--- src/rtl/spiflash_responder.sv ---
`timescale 1ns/1ps
// -----------------------------------------------------------------------------
// spiflash_responder
//
// Synthesizable single-lane SPI flash slave that serves boot firmware out of a
// synchronous ROM/RAM read port. The SoC flash pins are asynchronous to clk and
// are oversampled through 2-FF synchronisers; SPI mode 0 only.
//
// Supported commands:
//   0x03 READ      24-bit address, then streaming data with auto-increment
//   0x9F JEDEC ID  three ID bytes MSB first, then zeros
//   0xAB           release from power-down
//   0xB9           enter power-down
//   0xFF / other   ignored until chip select rises
//
// Parameters:
//   MEM_AW       byte-address width of the backing memory (must be <= 24)
//   JEDEC_ID     value returned by 0x9F, MSB first
//   PD_AT_RESET  1: powered down after reset, only 0xAB honoured until woken
//
// Ports:
//   clk           system clock, all logic on the rising edge
//   nrst          synchronous active-low reset
//   flash_csb     SPI chip select, active low (asynchronous)
//   flash_clk     SPI clock, mode 0 (asynchronous)
//   flash_io0     MOSI (asynchronous)
//   flash_io1_do  MISO data
//   flash_io1_oe  MISO output enable (pad tristated when 0)
//   mem_rd        one-cycle read strobe to the backing memory
//   mem_addr      byte address to the backing memory
//   mem_rdata     read data, valid exactly one clk after mem_rd
//   powered_down  status: device is in power-down
//
// The SPI clock must stay high and low for at least 4 clk cycles each; the
// fetch pipeline relies on that to have a byte ready before it is needed.
// -----------------------------------------------------------------------------
module spiflash_responder #(
   parameter int          MEM_AW      = 20,
   parameter logic [23:0] JEDEC_ID    = 24'hEF4018,
   parameter bit          PD_AT_RESET = 1'b1
) (
   input  logic              clk,
   input  logic              nrst,
   input  logic              flash_csb,
   input  logic              flash_clk,
   input  logic              flash_io0,
   output logic              flash_io1_do,
   output logic              flash_io1_oe,
   output logic              mem_rd,
   output logic [MEM_AW-1:0] mem_addr,
   input  logic [7:0]        mem_rdata,
   output logic              powered_down
);

   // --------------------------------------------------------------------------
   // FSM encoding and command opcodes
   // --------------------------------------------------------------------------
   localparam logic [2:0] ST_IDLE   = 3'd0;
   localparam logic [2:0] ST_CMD    = 3'd1;
   localparam logic [2:0] ST_ADDR   = 3'd2;
   localparam logic [2:0] ST_FETCH  = 3'd3;
   localparam logic [2:0] ST_DATA   = 3'd4;
   localparam logic [2:0] ST_ID     = 3'd5;
   localparam logic [2:0] ST_IGNORE = 3'd6;

   localparam logic [7:0] CMD_READ  = 8'h03;
   localparam logic [7:0] CMD_JEDEC = 8'h9F;
   localparam logic [7:0] CMD_WAKE  = 8'hAB;
   localparam logic [7:0] CMD_SLEEP = 8'hB9;

   // --------------------------------------------------------------------------
   // Pin synchronisers and SCK edge detection
   // --------------------------------------------------------------------------
   logic csb_meta_q, csb_sync_q;
   logic sck_meta_q, sck_sync_q, sck_prev_q;
   logic mosi_meta_q, mosi_sync_q;
   logic sck_rise, sck_fall;

   // MOSI goes through the same two-stage delay as SCK, so the bit seen on a
   // detected rise is the one the master presented at the pin rise.
   always_ff @(posedge clk) begin
      // NOTE: clocked state uses non-blocking assignments so every flop samples
      // the pre-edge value of its neighbours, independent of statement order.
      if (!nrst) begin
         csb_meta_q  <= 1'b1;
         csb_sync_q  <= 1'b1;
         sck_meta_q  <= 1'b0;
         sck_sync_q  <= 1'b0;
         sck_prev_q  <= 1'b0;
         mosi_meta_q <= 1'b0;
         mosi_sync_q <= 1'b0;
      end else begin
         csb_meta_q  <= flash_csb;
         csb_sync_q  <= csb_meta_q;
         sck_meta_q  <= flash_clk;
         sck_sync_q  <= sck_meta_q;
         sck_prev_q  <= sck_sync_q;
         mosi_meta_q <= flash_io0;
         mosi_sync_q <= mosi_meta_q;
      end
   end

   assign sck_rise = sck_sync_q & ~sck_prev_q;
   assign sck_fall = ~sck_sync_q & sck_prev_q;

   // --------------------------------------------------------------------------
   // Protocol state
   // --------------------------------------------------------------------------
   logic [2:0]        state_q,    state_d;
   logic [4:0]        bit_cnt_q,  bit_cnt_d;   // bits shifted in (CMD/ADDR) or driven (DATA)
   logic [23:0]       shift_q,    shift_d;     // command/address in, JEDEC ID out
   logic [7:0]        tx_q,       tx_d;        // current data byte
   logic              hold_q,     hold_d;      // first fall after a preload keeps the bit
   logic              do_q,       do_d;
   logic              oe_q,       oe_d;
   logic              mem_rd_q,   mem_rd_d;
   logic              rd_dly_q,   rd_dly_d;    // mem_rdata is valid while this is set
   logic [MEM_AW-1:0] mem_addr_q, mem_addr_d;
   logic              pd_q,       pd_d;
   logic [23:0]       shift_nxt;               // shift_q with the current MOSI bit appended

   always_comb begin
      // NOTE: every *_d is given its hold value first, so no branch can leave
      // a signal unassigned and infer a latch.
      state_d    = state_q;
      bit_cnt_d  = bit_cnt_q;
      shift_d    = shift_q;
      tx_d       = tx_q;
      hold_d     = hold_q;
      do_d       = do_q;
      oe_d       = oe_q;
      mem_rd_d   = 1'b0;
      rd_dly_d   = mem_rd_q;
      mem_addr_d = mem_addr_q;
      pd_d       = pd_q;
      shift_nxt  = {shift_q[22:0], mosi_sync_q};

      // Every read lands in tx one cycle after its strobe. In DATA this
      // overwrites a byte whose last bit already sits in do_q.
      if (rd_dly_q) begin
         tx_d = mem_rdata;
      end

      if (csb_sync_q) begin
         // Deselect wins over everything, including a coincident SCK rise, so
         // a partial command or address never has side effects.
         state_d   = ST_IDLE;
         bit_cnt_d = 5'd0;
         hold_d    = 1'b0;
         do_d      = 1'b0;
         oe_d      = 1'b0;
      end else begin
         case (state_q)
            ST_IDLE: begin
               state_d   = ST_CMD;
               bit_cnt_d = 5'd0;
            end

            ST_CMD: begin
               if (sck_rise) begin
                  shift_d   = shift_nxt;
                  bit_cnt_d = bit_cnt_q + 5'd1;
                  if (bit_cnt_q == 5'd7) begin
                     bit_cnt_d = 5'd0;
                     state_d   = ST_IGNORE;
                     case (shift_nxt[7:0])
                        CMD_READ: begin
                           if (!pd_q) begin
                              state_d = ST_ADDR;
                           end
                        end
                        CMD_JEDEC: begin
                           if (!pd_q) begin
                              // Preload the first ID bit; the master samples it
                              // on the rise after the next fall.
                              state_d = ST_ID;
                              shift_d = JEDEC_ID;
                              oe_d    = 1'b1;
                              do_d    = JEDEC_ID[23];
                              hold_d  = 1'b1;
                           end
                        end
                        CMD_WAKE:  pd_d = 1'b0;
                        CMD_SLEEP: pd_d = 1'b1;
                        default:   state_d = ST_IGNORE;
                     endcase
                  end
               end
            end

            ST_ADDR: begin
               if (sck_rise) begin
                  shift_d   = shift_nxt;
                  bit_cnt_d = bit_cnt_q + 5'd1;
                  if (bit_cnt_q == 5'd23) begin
                     bit_cnt_d  = 5'd0;
                     mem_addr_d = shift_nxt[MEM_AW-1:0];
                     mem_rd_d   = 1'b1;
                     state_d    = ST_FETCH;
                  end
               end
            end

            ST_FETCH: begin
               // First byte arrives two cycles after the address completes,
               // well inside the SCK high phase.
               if (rd_dly_q) begin
                  state_d   = ST_DATA;
                  oe_d      = 1'b1;
                  do_d      = mem_rdata[7];
                  bit_cnt_d = 5'd0;
                  hold_d    = 1'b1;
               end
            end

            ST_DATA: begin
               // bit_cnt counts bits already driven minus one: 7 means bit 0
               // is on the wire, so prefetch the next byte while the master
               // samples it and switch bytes on the following fall.
               if (sck_rise && bit_cnt_q == 5'd7) begin
                  mem_addr_d = mem_addr_q + MEM_AW'(1);
                  mem_rd_d   = 1'b1;
               end
               if (sck_fall) begin
                  if (hold_q) begin
                     hold_d = 1'b0;
                  end else if (bit_cnt_q == 5'd7) begin
                     do_d      = tx_q[7];
                     bit_cnt_d = 5'd0;
                  end else begin
                     do_d      = tx_q[3'd6 - bit_cnt_q[2:0]];
                     bit_cnt_d = bit_cnt_q + 5'd1;
                  end
               end
            end

            ST_ID: begin
               // Zeros shift in behind the ID, giving 0x00 after byte three.
               if (sck_fall) begin
                  if (hold_q) begin
                     hold_d = 1'b0;
                  end else begin
                     do_d    = shift_q[22];
                     shift_d = {shift_q[22:0], 1'b0};
                  end
               end
            end

            ST_IGNORE: begin
               oe_d = 1'b0;
            end

            default: begin
               state_d = ST_IDLE;
            end
         endcase
      end
   end

   always_ff @(posedge clk) begin
      if (!nrst) begin
         state_q    <= ST_IDLE;
         bit_cnt_q  <= 5'd0;
         shift_q    <= 24'd0;
         tx_q       <= 8'd0;
         hold_q     <= 1'b0;
         do_q       <= 1'b0;
         oe_q       <= 1'b0;
         mem_rd_q   <= 1'b0;
         rd_dly_q   <= 1'b0;
         mem_addr_q <= '0;
         pd_q       <= PD_AT_RESET;
      end else begin
         state_q    <= state_d;
         bit_cnt_q  <= bit_cnt_d;
         shift_q    <= shift_d;
         tx_q       <= tx_d;
         hold_q     <= hold_d;
         do_q       <= do_d;
         oe_q       <= oe_d;
         mem_rd_q   <= mem_rd_d;
         rd_dly_q   <= rd_dly_d;
         mem_addr_q <= mem_addr_d;
         pd_q       <= pd_d;
      end
   end

   assign flash_io1_do = do_q;
   assign flash_io1_oe = oe_q;
   assign mem_rd       = mem_rd_q;
   assign mem_addr     = mem_addr_q;
   assign powered_down = pd_q;

endmodule

--- config.mk ---
export PLATFORM = sky130hd
export DESIGN_NAME = spiflash_responder
export DESIGN_NICKNAME = d
export VERILOG_FILES = /design/src/rtl/spiflash_responder.sv
export SDC_FILE = /design/constraint.sdc
export NUM_CORES = 1
export LEC_CHECK = 0
export ABC_AREA = 1
export BUFFER_PORTS_ARGS = -buffer_cell sky130_fd_sc_hd__buf_2
export CAP_MARGIN = 0
export CORE_MARGIN = 10
export CORE_UTILIZATION = 54
export CTS_CLUSTER_DIAMETER = 150
export DETAILED_ROUTE_END_ITERATION = 10
export PLACE_DENSITY = 0.77
export SYNTH_ARGS = -nofsm -noshare
export SYNTH_HDL_FRONTEND = slang
export SYNTH_SLANG_ARGS = --single-unit
--- constraint.sdc ---
create_clock -name clk -period 1.79 [get_ports clk]
set_input_delay 0.358 -clock clk [delete_from_list [all_inputs] [get_ports clk]]
set_output_delay 0.358 -clock clk [all_outputs]
set_load 0.1 [all_outputs]
* After elaboration in Yosys (flattened, before gate mapping)
Cells that the tools add are included.
** Storage, ports and cells
- Register bits after elaboration :: 72
- Input port bits :: 13
- Logic and storage cells :: 125
** Operators by class
- $add $sub $neg :: 3
- Muxes and demuxes :: 51
- Eq/ne operators :: 25
- Bitwise logic cells :: 7
- Order comparisons :: 1
- Reductions and logical operators :: 20
** Operators with widths (number)
- $mux 23 :: 7
- $pmux 23 s3 :: 1
- $mux 20 :: 3
- $pmux 20 s2 :: 1
- $mux 5 :: 7
- $pmux 5 s5 :: 1
- $eq 8x8->1 const B :: 3
- $ne 2x2->1 const B :: 12
- $reduce_and 6->1 :: 4
- $add 20x1->20 const B :: 1
- $mux 3 :: 6
- $mux 1 :: 16
- $pmux 3 s5 :: 1
- $reduce_and 10->1 :: 1
- $reduce_and 5->1 :: 2
- $eq 3x3->1 const B :: 3
- $reduce_bool 3->1 :: 3
- $eq 8x2->1 const B :: 1
- $reduce_and 7->1 :: 1
- $eq 3x2->1 const B :: 2
- $pmux 1 s3 :: 2
- $pmux 3 s2 :: 1
- $add 5x1->5 const B :: 1
- $eq 5x3->1 const B :: 1
- other kinds (18) :: 26

* Longest topological paths before layout
Gate-level depths: netlist (run 1).
- Word-level depth :: 7
- Mapped depth :: 13
- Depth with buffers taken out :: 13

* Worst setup path before layout (run 1)
Ideal clock, no wire load.
- Path kind :: register -> register
- Start :: register mem_addr_q[0], in the netlist mem_addr[0]
- End :: register mem_addr_q[16], in the netlist mem_addr[16]
- Path buffers :: 0
- Arrival :: 2.152 ns
- Clock period less this slack :: 2.271 ns
- Data required time :: 1.671 ns
- Cell stages (with the launch flop) :: 11
- Slack :: -0.481 ns
- Path through :: dfxtp_1 ha_1 nand2_1 nor2_1 nand2_1 nor2_1 nand3_1 o21bai_1 nand2_1 nand2_1 nor2_1
** On the way
- Longest elaborated chain between the ends :: 3
** Ends and longest elaborated chain
- from (decl) :: line 118 : logic [MEM_AW-1:0] mem_addr_q, mem_addr_d;
- from (signal assigned) :: line 283 : mem_addr_q <= mem_addr_d;
- $add 20x1->20 :: line 221 : mem_addr_d = mem_addr_q + MEM_AW'(1);
- $mux 20 :: line 220 : if (sck_rise && bit_cnt_q == 5'd7) begin
- $pmux 20 s2 :: line 153 : case (state_q)
Every way passes these cells. The select of a mux whose other input is x is not followed.
A chain may end at the register's enable or synchronous reset.

* Final worst setup path (run 1)
- Start :: register bit_cnt_q[1]
- End :: register mem_addr_q[18], in the netlist mem_addr[18]
** On the way
- Longest elaborated chain between the ends :: 4
- Elaborated cells between the ends (all ways) :: 6
- Those cells by class :: eq/ne: 4; reduce/logical: 2
** Ends and longest elaborated chain
- from (decl) :: line 110 : logic [4:0] bit_cnt_q, bit_cnt_d;
- from (signal assigned) :: line 275 : bit_cnt_q <= bit_cnt_d;
- $eq 5x3->1 :: line 220
- $logic_and 1x1->1 :: line 220
- $ne 2x2->1 (no line)
- $reduce_and 5->1 (no line) (*)
Mark *: on every way between the ends. The rest lies on a longest branch, timed or not.

==> flow_metrics.env, run 1 <==
export IMPL_grt_pass1_wl_um=16700
export IMPL_boundaryPins=37
export IMPL_ant_nets=0
export IMPL_core_area_sq_um=6870
export IMPL_finalSetupViolations=0
export IMPL_drc=0
export IMPL_nNetsFinal=665
export IMPL_r2r_start="bit_cnt_q[1]"
export IMPL_critPathMaxFanout=5
export IMPL_die_x_um=105
export IMPL_port_buffer_count=36
export IMPL_status="finished clean"
export IMPL_netlist_area_sq_um=3880
export IMPL_fmax_mhz=585
export IMPL_power_frac_comb_pct=4.5
export IMPL_gpl_final_weighted_congestion=0.926
export IMPL_syn_inst=599
export IMPL_synth_largest_area_cell="dfxtp_1"
export IMPL_clock_path_buffers=2
export IMPL_path_buf_inv=2
export IMPL_antenna_found_initial=0
export IMPL_viasPerCell=5.30
export IMPL_end_kind="flop"
export IMPL_regToRegSetupSlack_ns=0.08
export IMPL_pre_cts_slack_ns=0.0544
export IMPL_grt_pass1_vias=3601
export IMPL_start_util_pct=56.5
export IMPL_fin_worst_skew_ns=0.0119
export IMPL_synth_warnings=0
export IMPL_worst_pin_slew_ns=0.499
export IMPL_rr_worst_depth=12
export IMPL_cp_endpoint="mem_addr[18]"
export IMPL_startpoint_type="flop"
export IMPL_synth_edff_count=0
export IMPL_layout_drive_gt1_share_pct=20.5
export IMPL_syn_to_final_growth_pct=19.3
export IMPL_cts_root_buf="clkbuf_8"
export IMPL_synth_most_common_cell="nand2_1"
export IMPL_crit_family="simple AND/OR/NAND/NOR gates"
export IMPL_dp_cells=732
export IMPL_rr_endpoint="mem_addr[18]"
export IMPL_arrival_ns=2.01
export IMPL_syn_avg_cell_area_sq_um=6.48
export IMPL_cts_made_buffers=9
export IMPL_slew_viol_final=0
export IMPL_synth_nets=614
export IMPL_switchingPower_mw=0.741
export IMPL_drt_pass1_iterations=4
export IMPL_async_flop_share_pct=0
export IMPL_period_minus_slack_ns=1.71
export IMPL_period_share_pct=95.5
export IMPL_tns_ns=0
export IMPL_required_ns=2.09
export IMPL_routed_wl_um=10200
export IMPL_yosys_top_cells_area="dfxtp_1 (37%), nand2_1 (14%), nor2_1 (9.7%), o21ai_0 (7.1%), a21oi_1 (5.5%)"
export IMPL_clock_sinks=72
export IMPL_synth_top_area_share_pct=37.2
export IMPL_synth_seq_cells=72
export IMPL_num_antenna_cells=0
export IMPL_clk_latency_ns=0.36
export IMPL_p_per_area_nw_per_um2=701
export IMPL_slowest_stage="dfxtp_4"
export IMPL_power_frac_seq_pct=49.9
export IMPL_critPathMostFrequentCell="nand2_1"
export IMPL_slew_headroom_pct=67.0
export IMPL_place_hpwl_um=7110
export IMPL_clk_pin_slew_ns=0.08
export IMPL_max_stage_delay_ns=0.37
export IMPL_drt_iter0_drc=227
export IMPL_rows=30
export IMPL_crit_chain="ha_4 > nand2_2 > nor2_4 > nand2_1 > nand2_1 > inv_2 > nor2_4 > nand2_4 > clkbuf_16 > nor2_1 > nand2_1 > a21oi_1"
export IMPL_internal_power_mw=2.50
export IMPL_ys_types=35
export IMPL_total_power_mw=3.25
export IMPL_hold_start="flash_io0"
export IMPL_irDropWorstVdd_uv=403
export IMPL_whs_ns=0.184
export IMPL_critical_path_class="reg -> reg"
export IMPL_die_area_sq_um=11000
export IMPL_grtUsageTotal_pct=17.9
export IMPL_die_y_um=105
export IMPL_hold_violations=0
export IMPL_ys_flop_type="dfxtp_1"
export IMPL_setup_ws_ns=0.0805
export IMPL_routedWlPerCell_um=13.5
export IMPL_power_switching_share_pct=22.8
export IMPL_hold_path_class="in -> reg"
export IMPL_finalNonFillerCells=751
export IMPL_cellLeakagePower_nw=2.01
export IMPL_fillers=621
export IMPL_tritoncts="built"
export IMPL_cp_depth=12
export IMPL_cts_max_level=3
export IMPL_grt_max_degree=54
export IMPL_cp_startpoint="bit_cnt_q[1]"
export IMPL_vias=3977
export IMPL_overflow=0
export IMPL_yosysSeqAreaShare_pct=37.2
export IMPL_yosys_top_cells_count="nand2_1 (145), nor2_1 (100), dfxtp_1 (72)"
export IMPL_clkPwrFrac_pct=45.6
export IMPL_max_cap_viol_count=0
==> final cells by class <==
cell class              instances  area, sq um  area share (%)
clock buffers                  13          190            4.11
clock inverters                 3         45.0           0.973
inverters                      63          244            5.27
multi-input cells             445         2120            45.9
flip-flops and latches         72         1480            31.9
well taps                      96          120            2.60
repair buffers                 59          429            9.27
==> sequential cells by signal (all words and copies together), names as in the netlist, 3 cells and up <==
name       flops
tx_q           8
mem_addr      20
state_q        3
bit_cnt_q      5
shift_q       23
==> worst min path at each step <==
stage                             end  cells after the start  slack [ns]
after floorplan           mosi_sync_q                      2        0.39
after global placement    mosi_sync_q                      2        0.39
after global routing       sck_meta_q                      3        0.18
final                     mosi_meta_q                      3        0.18
after CTS                 mosi_meta_q                      3        0.18
after detailed placement  mosi_sync_q                      2        0.40
==> tightest hold or removal path, stage by stage <==
cell and delay [ns]:
buf_2 0.08, nand2_1 0.04, inv_1 0.04
==> per-stage QoR <==
| stage | util [%] | area, sq um |
|---|---|---|
| 2_1_floorplan | - | 3910 |
| 3_3_place_gp | 62.2 | 4270 |
| 3_5_place_dp | 62.2 | 4270 |
| 4_1_cts | 65.6 | 4510 |
| 5_1_grt | 67.4 | 4630 |
| 6_report | 67.4 | 4630 |
==> routing by layer <==
metal / GRT usage, % / routed length [um] / up-vias
met4: 8.14 / 279 / 0
met1: 21.5 / 4360 / 1809
li1: - / - / 2030
met2: 29.4 / 4900 / 117
met5: 0 / 0 / -
met3: 4.42 / 632 / 21
==> logic make-up (layout without fill, tap and decap cells) <==
kind of cell    count (synthesis)  count (layout)  synth area share (%)
buf+inv                        82             138                  9.29
simple gates                  326             326                  36.7
compound gates                114             114                  15.5
flops                          72              72                  37.2
fa+ha+maj                       2               2                 0.645
xor+xnor                        3               3                 0.678
==> repair_timing <==
action | 4_1_cts | 5_1_grt
setup endpoints to repair | 0 | 53
hold buffers | 0 | 0
resized for setup | 0 | 25
buffers inserted | 0 | 1
==> power by group through the flow <==
stage               logic (mW)  registers (mW)  clock network [mW]
CTS                      0.142            1.62                1.49
floorplan               0.0902            1.66                   0
finish                   0.148            1.62                1.48
detailed placement       0.141            1.66                   0
global placement         0.140            1.66                   0
global route             0.164            1.62                1.57
==> layout by cell type (no fill, tap or decap), types with 4 or more instances in the layout <==
master	instances
clkbuf_8	12
nor2_1	96
inv_1	55
o21ai_0	51
a21oi_1	43
buf_2	36
o21ai_1	8
inv_2	6
nand2_2	5
or2_2	4
nand4_1	8
buf_4	17
nor3_1	14
dfxtp_2	18
nor2_4	7
dfxtp_1	51
nand2_1	143
nand3_1	36
nor2_2	5
No activity file was read; power rests on OpenSTA's default activity.
==> run 2: changes to the inputs <==
--- a/config.mk
+++ b/config.mk
@@ -10,9 +10,10 @@
 export CAP_MARGIN = 0
 export CORE_MARGIN = 10
 export CORE_UTILIZATION = 54
-export CTS_CLUSTER_DIAMETER = 150
+export CTS_CLUSTER_DIAMETER = 30
 export DETAILED_ROUTE_END_ITERATION = 10
 export PLACE_DENSITY = 0.77
+export SETUP_SLACK_MARGIN = 0.3
 export SYNTH_ARGS = -nofsm -noshare
 export SYNTH_HDL_FRONTEND = slang
 export SYNTH_SLANG_ARGS = --single-unit
==> run 2 against run 1 <==
Net effect:
- via count rose by 13%
- first-iteration DRC count rose by 60%
- register-to-register slack barely moved
- critical path depth fell by 1
- power fell by 1.7%
- die area did not move
- worst setup slack improved by 0.0094 ns
- cell count rose by 4.5%
- sequential share of layout area fell by 3.9 points
- clock power fell by 6%
- global-route usage rose by 2.8 points
- routed wire length rose by 25%
- largest cell class unchanged
- highest routed layer unchanged
==> flow_metrics.env, run 2 (synthesis results as in run 1) <==
export IMPL_ant_nets=0
export IMPL_pre_cts_slack_ns=0.0126
export IMPL_max_cap_viol_count=0
export IMPL_die_x_um=105
export IMPL_p_per_area_nw_per_um2=591
export IMPL_arrival_ns=1.95
export IMPL_port_buffer_count=36
export IMPL_max_stage_delay_ns=0.36
export IMPL_vias=4500
export IMPL_worst_pin_slew_ns=0.559
export IMPL_hold_violations=0
export IMPL_die_area_sq_um=11000
export IMPL_fin_worst_skew_ns=0.00765
export IMPL_grt_pass1_vias=4122
export IMPL_grt_max_degree=54
export IMPL_critPathMostFrequentCell="nor2_4"
export IMPL_regToRegSetupSlack_ns=0.09
export IMPL_grt_pass1_wl_um=19500
export IMPL_placed_area_sq_um=4400
export IMPL_final_cell_mix="nand2_1 (124), nor2_1 (89), buf_4 (54)"
export IMPL_start_util_pct=56.5
export IMPL_nNetsFinal=699
export IMPL_required_ns=2.04
export IMPL_boundaryPins=37
export IMPL_antenna_found_initial=0
export IMPL_num_antenna_cells=0
export IMPL_tns_ns=0
export IMPL_clk_pin_slew_ns=0.08
export IMPL_clock_path_buffers=2
export IMPL_slew_viol_final=0
export IMPL_overflow=0
export IMPL_grtUsageTotal_pct=20.7
export IMPL_irDropWorstVdd_uv=621
export IMPL_critical_path_class="reg -> reg"
export IMPL_clock_sinks=72
export IMPL_routedWlPerCell_um=16.1
export IMPL_drt_iter0_drc=363
export IMPL_clk_latency_ns=0.36
export IMPL_cts_max_level=3
export IMPL_cts_root_buf="clkbuf_8"
export IMPL_end_kind="flop"
export IMPL_path_buf_inv=2
export IMPL_gpl_final_weighted_congestion=0.982
export IMPL_fin_area_sq_um=5400
export IMPL_place_hpwl_um=7490
export IMPL_layout_drive_gt1_share_pct=35.4
export IMPL_period_share_pct=95.0
export IMPL_hold_buffers=0
export IMPL_rsz0062_at_grt="yes"
export IMPL_hold_path_class="in -> reg"
export IMPL_drt_pass1_iterations=8
export IMPL_die_y_um=105
export IMPL_startpoint_type="flop"
export IMPL_setup_ws_ns=0.0899
export IMPL_cts_made_buffers=9
export IMPL_crit_chain="ha_4 > nand2_4 > nor2_4 > buf_4 > nand2_8 > nor2_4 > nand2_2 > nor2_4 > inv_6 > a21oi_2 > nor2_1"
export IMPL_crit_family="simple AND/OR/NAND/NOR gates"
export IMPL_routed_wl_um=12700
export IMPL_syn_to_final_growth_pct=39.3
export IMPL_core_area_sq_um=6870
export IMPL_critPathMaxFanout=11
export IMPL_slowest_stage="dfxtp_4"
export IMPL_rows=30
export IMPL_cellLeakagePower_nw=2.27
export IMPL_status="finished clean"
export IMPL_fmax_mhz=588
export IMPL_layout_commonest_cell="nand2_1"
export IMPL_viasPerCell=5.73
export IMPL_period_minus_slack_ns=1.70
export IMPL_largest_reg_flops=23
export IMPL_slew_headroom_pct=62.7
export IMPL_finalSetupViolations=0
export IMPL_drc=0
export IMPL_tritoncts="built"
export IMPL_top_register="shift_q"
==> run 2: final cells by class <==
cell class | count | area, sq um
fillers | 471 | 1470
flip-flops and latches | 72 | 1510
clock inverters | 5 | 51.3
well taps | 96 | 120
repair buffers | 89 | 779
inverters | 63 | 269
clock buffers | 11 | 163
repair inverters | 2 | 20.0
multi-input cells | 447 | 2490
==> run 2: final timing paths <==
kind / start / endpoint / depth (start not counted)
min: flash_clk / sck_meta_q / 3
max: bit_cnt_q[0] / shift_q[10] / 11
min reg2reg: sck_meta_q / sck_sync_q / 2
max reg2reg: bit_cnt_q[0] / shift_q[10] / 11
==> run 2: layer usage <==
layer	track usage (%)	vias up	part of all wire [%]
li1	-	2108	-
met1	23.7	2077	38
met2	35.9	247	49
met3	4.48	68	8.1
met4	9.71	0	4.5
met5	0	-	0
==> run 2: what timing repair did <==
action,4_1_cts,5_1_grt
setup endpoints to repair,72,60
resized for setup,76,61
setup buffers,23,8
pin swaps,22,29
cloned,5,1
==> run 2: stage by stage <==
stage	cells	hold WS (ns)	power, mW	util [%]
finish	785	0.184	3.19	78.7
global route	785	0.195	3.29	78.7
CTS	776	0.185	3.17	74.8
detailed placement	732	0.404	1.78	64.1
global placement	732	0.394	1.78	64.1
floorplan	599	0.390	1.73	-
==> run 2: report_power, final <==
part           total, mW  internal [mW]  switching, mW
logic              0.201         0.0789          0.123
clock network       1.39          0.760          0.628
registers           1.60           1.59         0.0111
==> run 2: worst reg2reg max path: stages (launching register included) <==
cell and delay [ns]:
dfxtp_4 0.36, ha_4 0.14, nand2_4 0.06, nor2_4 0.10, buf_4 0.15, nand2_8 0.07, nor2_4 0.11, nand2_2 0.09
nor2_4 0.18, inv_6 0.10, a21oi_2 0.14, nor2_1 0.07
==> run 3: changes to the inputs <==
--- a/config.mk
+++ b/config.mk
@@ -9,10 +9,11 @@
 export BUFFER_PORTS_ARGS = -buffer_cell sky130_fd_sc_hd__buf_2
 export CAP_MARGIN = 0
 export CORE_MARGIN = 10
-export CORE_UTILIZATION = 54
+export CORE_UTILIZATION = 55
+export CTS_BUF_LIST = sky130_fd_sc_hd__clkbuf_8
 export CTS_CLUSTER_DIAMETER = 30
 export DETAILED_ROUTE_END_ITERATION = 10
-export PLACE_DENSITY = 0.77
+export PLACE_DENSITY = 0.78
 export SETUP_SLACK_MARGIN = 0.3
 export SYNTH_ARGS = -nofsm -noshare
 export SYNTH_HDL_FRONTEND = slang
==> run 3 against run 2 <==
Net effect:
- clock power about the same
- sequential share of layout area grew 0.34 points
- design area down 0.86%
- register-to-register slack better by 0.03 ns
- sequential power is essentially flat
- via count shrank 1.9%
- worst setup slack gained 0.029 ns
- highest routed layer unchanged
- cell count shrank 0.76%
- combinational power barely moved
- non-clock buffer count decreased by 6
- flip-flop and latch count unchanged
- die area down 1.5%
==> flow_metrics.env, run 3 (synthesis results as in run 1) <==
export IMPL_status="finished clean"
export IMPL_p_per_area_nw_per_um2=597
export IMPL_nNetsFinal=693
export IMPL_grt_max_degree=54
export IMPL_critPathMaxFanout=6
export IMPL_fillers=487
export IMPL_tns_ns=0
export IMPL_critical_path_class="reg -> reg"
export IMPL_startpoint_type="flop"
export IMPL_core_area_sq_um=6830
export IMPL_ant_nets=0
export IMPL_cts_max_level=3
export IMPL_hold_violations=0
export IMPL_num_antenna_cells=0
export IMPL_grtUsageTotal_pct=20.7
export IMPL_vias=4415
export IMPL_gpl_final_weighted_congestion=0.924
export IMPL_drc=0
export IMPL_boundaryPins=37
export IMPL_irDropWorstVdd_uv=445
export IMPL_rows=30
export IMPL_largest_reg_flops=23
export IMPL_required_ns=2.03
export IMPL_viasPerCell=5.67
export IMPL_top_register="shift_q"
export IMPL_tritoncts="built"
export IMPL_grt_pass1_wl_um=19200
export IMPL_fin_worst_skew_ns=0.0162
export IMPL_clock_path_buffers=2
export IMPL_port_buffer_count=36
export IMPL_start_util_pct=56.8
export IMPL_finalNonFillerCells=779
export IMPL_hold_buffers=0
export IMPL_slew_viol_final=0
export IMPL_clock_sinks=72
export IMPL_die_x_um=104
export IMPL_max_cap_viol_count=0
export IMPL_final_util_pct=78.4
export IMPL_rr_worst_depth=12
export IMPL_period_minus_slack_ns=1.67
export IMPL_place_hpwl_um=7350
export IMPL_whs_ns=0.187
export IMPL_routedWlPerCell_um=15.9
export IMPL_die_y_um=104
export IMPL_rsz0062_at_grt="yes"
export IMPL_hold_path_class="in -> reg"
export IMPL_routed_wl_um=12400
export IMPL_syn_to_final_growth_pct=38.1
export IMPL_period_share_pct=93.3
export IMPL_die_area_sq_um=10800
export IMPL_overflow=0
export IMPL_end_kind="flop"
export IMPL_clk_latency_ns=0.36
export IMPL_layout_drive_gt1_share_pct=33.4
export IMPL_slew_headroom_pct=63.5
export IMPL_clk_pin_slew_ns=0.07
export IMPL_arrival_ns=1.91
export IMPL_drt_pass1_iterations=5
export IMPL_fmax_mhz=599
export IMPL_drt_iter0_drc=255
export IMPL_cellLeakagePower_nw=2.23
export IMPL_worst_pin_slew_ns=0.547
export IMPL_grt_pass1_vias=4109
export IMPL_hold_depth=3
export IMPL_final_cell_mix="nand2_1 (129), nor2_1 (87), inv_1 (53)"
export IMPL_finalSetupViolations=0
export IMPL_antenna_found_initial=0
export IMPL_dp_cells=731
export IMPL_cts_root_buf="clkbuf_8"
export IMPL_layout_commonest_cell="nand2_1"
export IMPL_cts_made_buffers=9
[run 3: cell count changes in the layout (fill, tap and decap cells not counted), sizes merged]
cell	delta
inv	+2
buf	-3
clkbuf	-5
bufinv	+1
clkinv	-1
[run 3: final timing paths]
| check | slack [ns] | start | end |
|---|---|---|---|
| worst max-delay path | 0.12 | bit_cnt_q[0] | mem_addr[4] |
| worst min-delay path | 0.19 | flash_clk | sck_meta_q |
| worst max register to register | 0.12 | bit_cnt_q[0] | mem_addr[4] |
| worst min register to register | 0.41 | sck_meta_q | sck_sync_q |
[run 3: power breakdown]
part / internal, mW / total (mW) / switching, mW / leakage (nW)
logic: 0.0806 / 0.202 / 0.122 / 1.51
clock network: 0.776 / 1.40 / 0.623 / 0.116
registers: 1.59 / 1.60 / 0.0113 / 0.599
total: 2.44 / 3.20 / 0.756 / 2.23
[run 3: repair_timing]
item / CTS / global route
cloned: 5 / 1
endpoints found under the setup margin: 75 / 57
pin swaps: 23 / 22
resized for setup: 75 / 50
buffers inserted: 22 / 4
[run 3: cell type report]
class                      instances  area (sq um)  share of cell area [%]
sequential                        72          1520                    28.3
clock buffer                       9           124                    2.31
timing repair buffer              83           751                    14.0
inverter                          63           262                    4.88
clock inverter                     7          87.6                    1.63
timing repair inverter             2          17.5                   0.327
multi-input combinational        447          2480                    46.3
tap                               96           120                    2.24
[run 3: stage by stage]
step	power, mW	cell area, sq um	setup slack (ns)
after floorplan	1.73	4070	0.153
after detailed placement	1.78	4400	0.0462
final	3.20	5360	0.119
after CTS	3.18	5140	0.215
after global routing	3.29	5360	0.0273
after global placement	1.78	4400	0.0991
[run 3: routing by layer]
metal  track usage (%)  wire, um  vias up
met5                 0         0        -
met4              8.75       376        0
met3              3.22       797       40
met2              36.9      6290      207
met1              23.9      4950     2059
li1                  -         -     2109
[run 3: worst max-delay path: stages, from the launching register on]
cell and delay, ns:
dfxtp_4 0.36, ha_4 0.14, nand2_4 0.07, nor2_4 0.12
nand2_2 0.07, nand2_1 0.09, inv_2 0.06, nor2_4 0.09
buf_12 0.14, nand2_8 0.08, buf_8 0.15, o21ai_2 0.12
a21oi_1 0.06
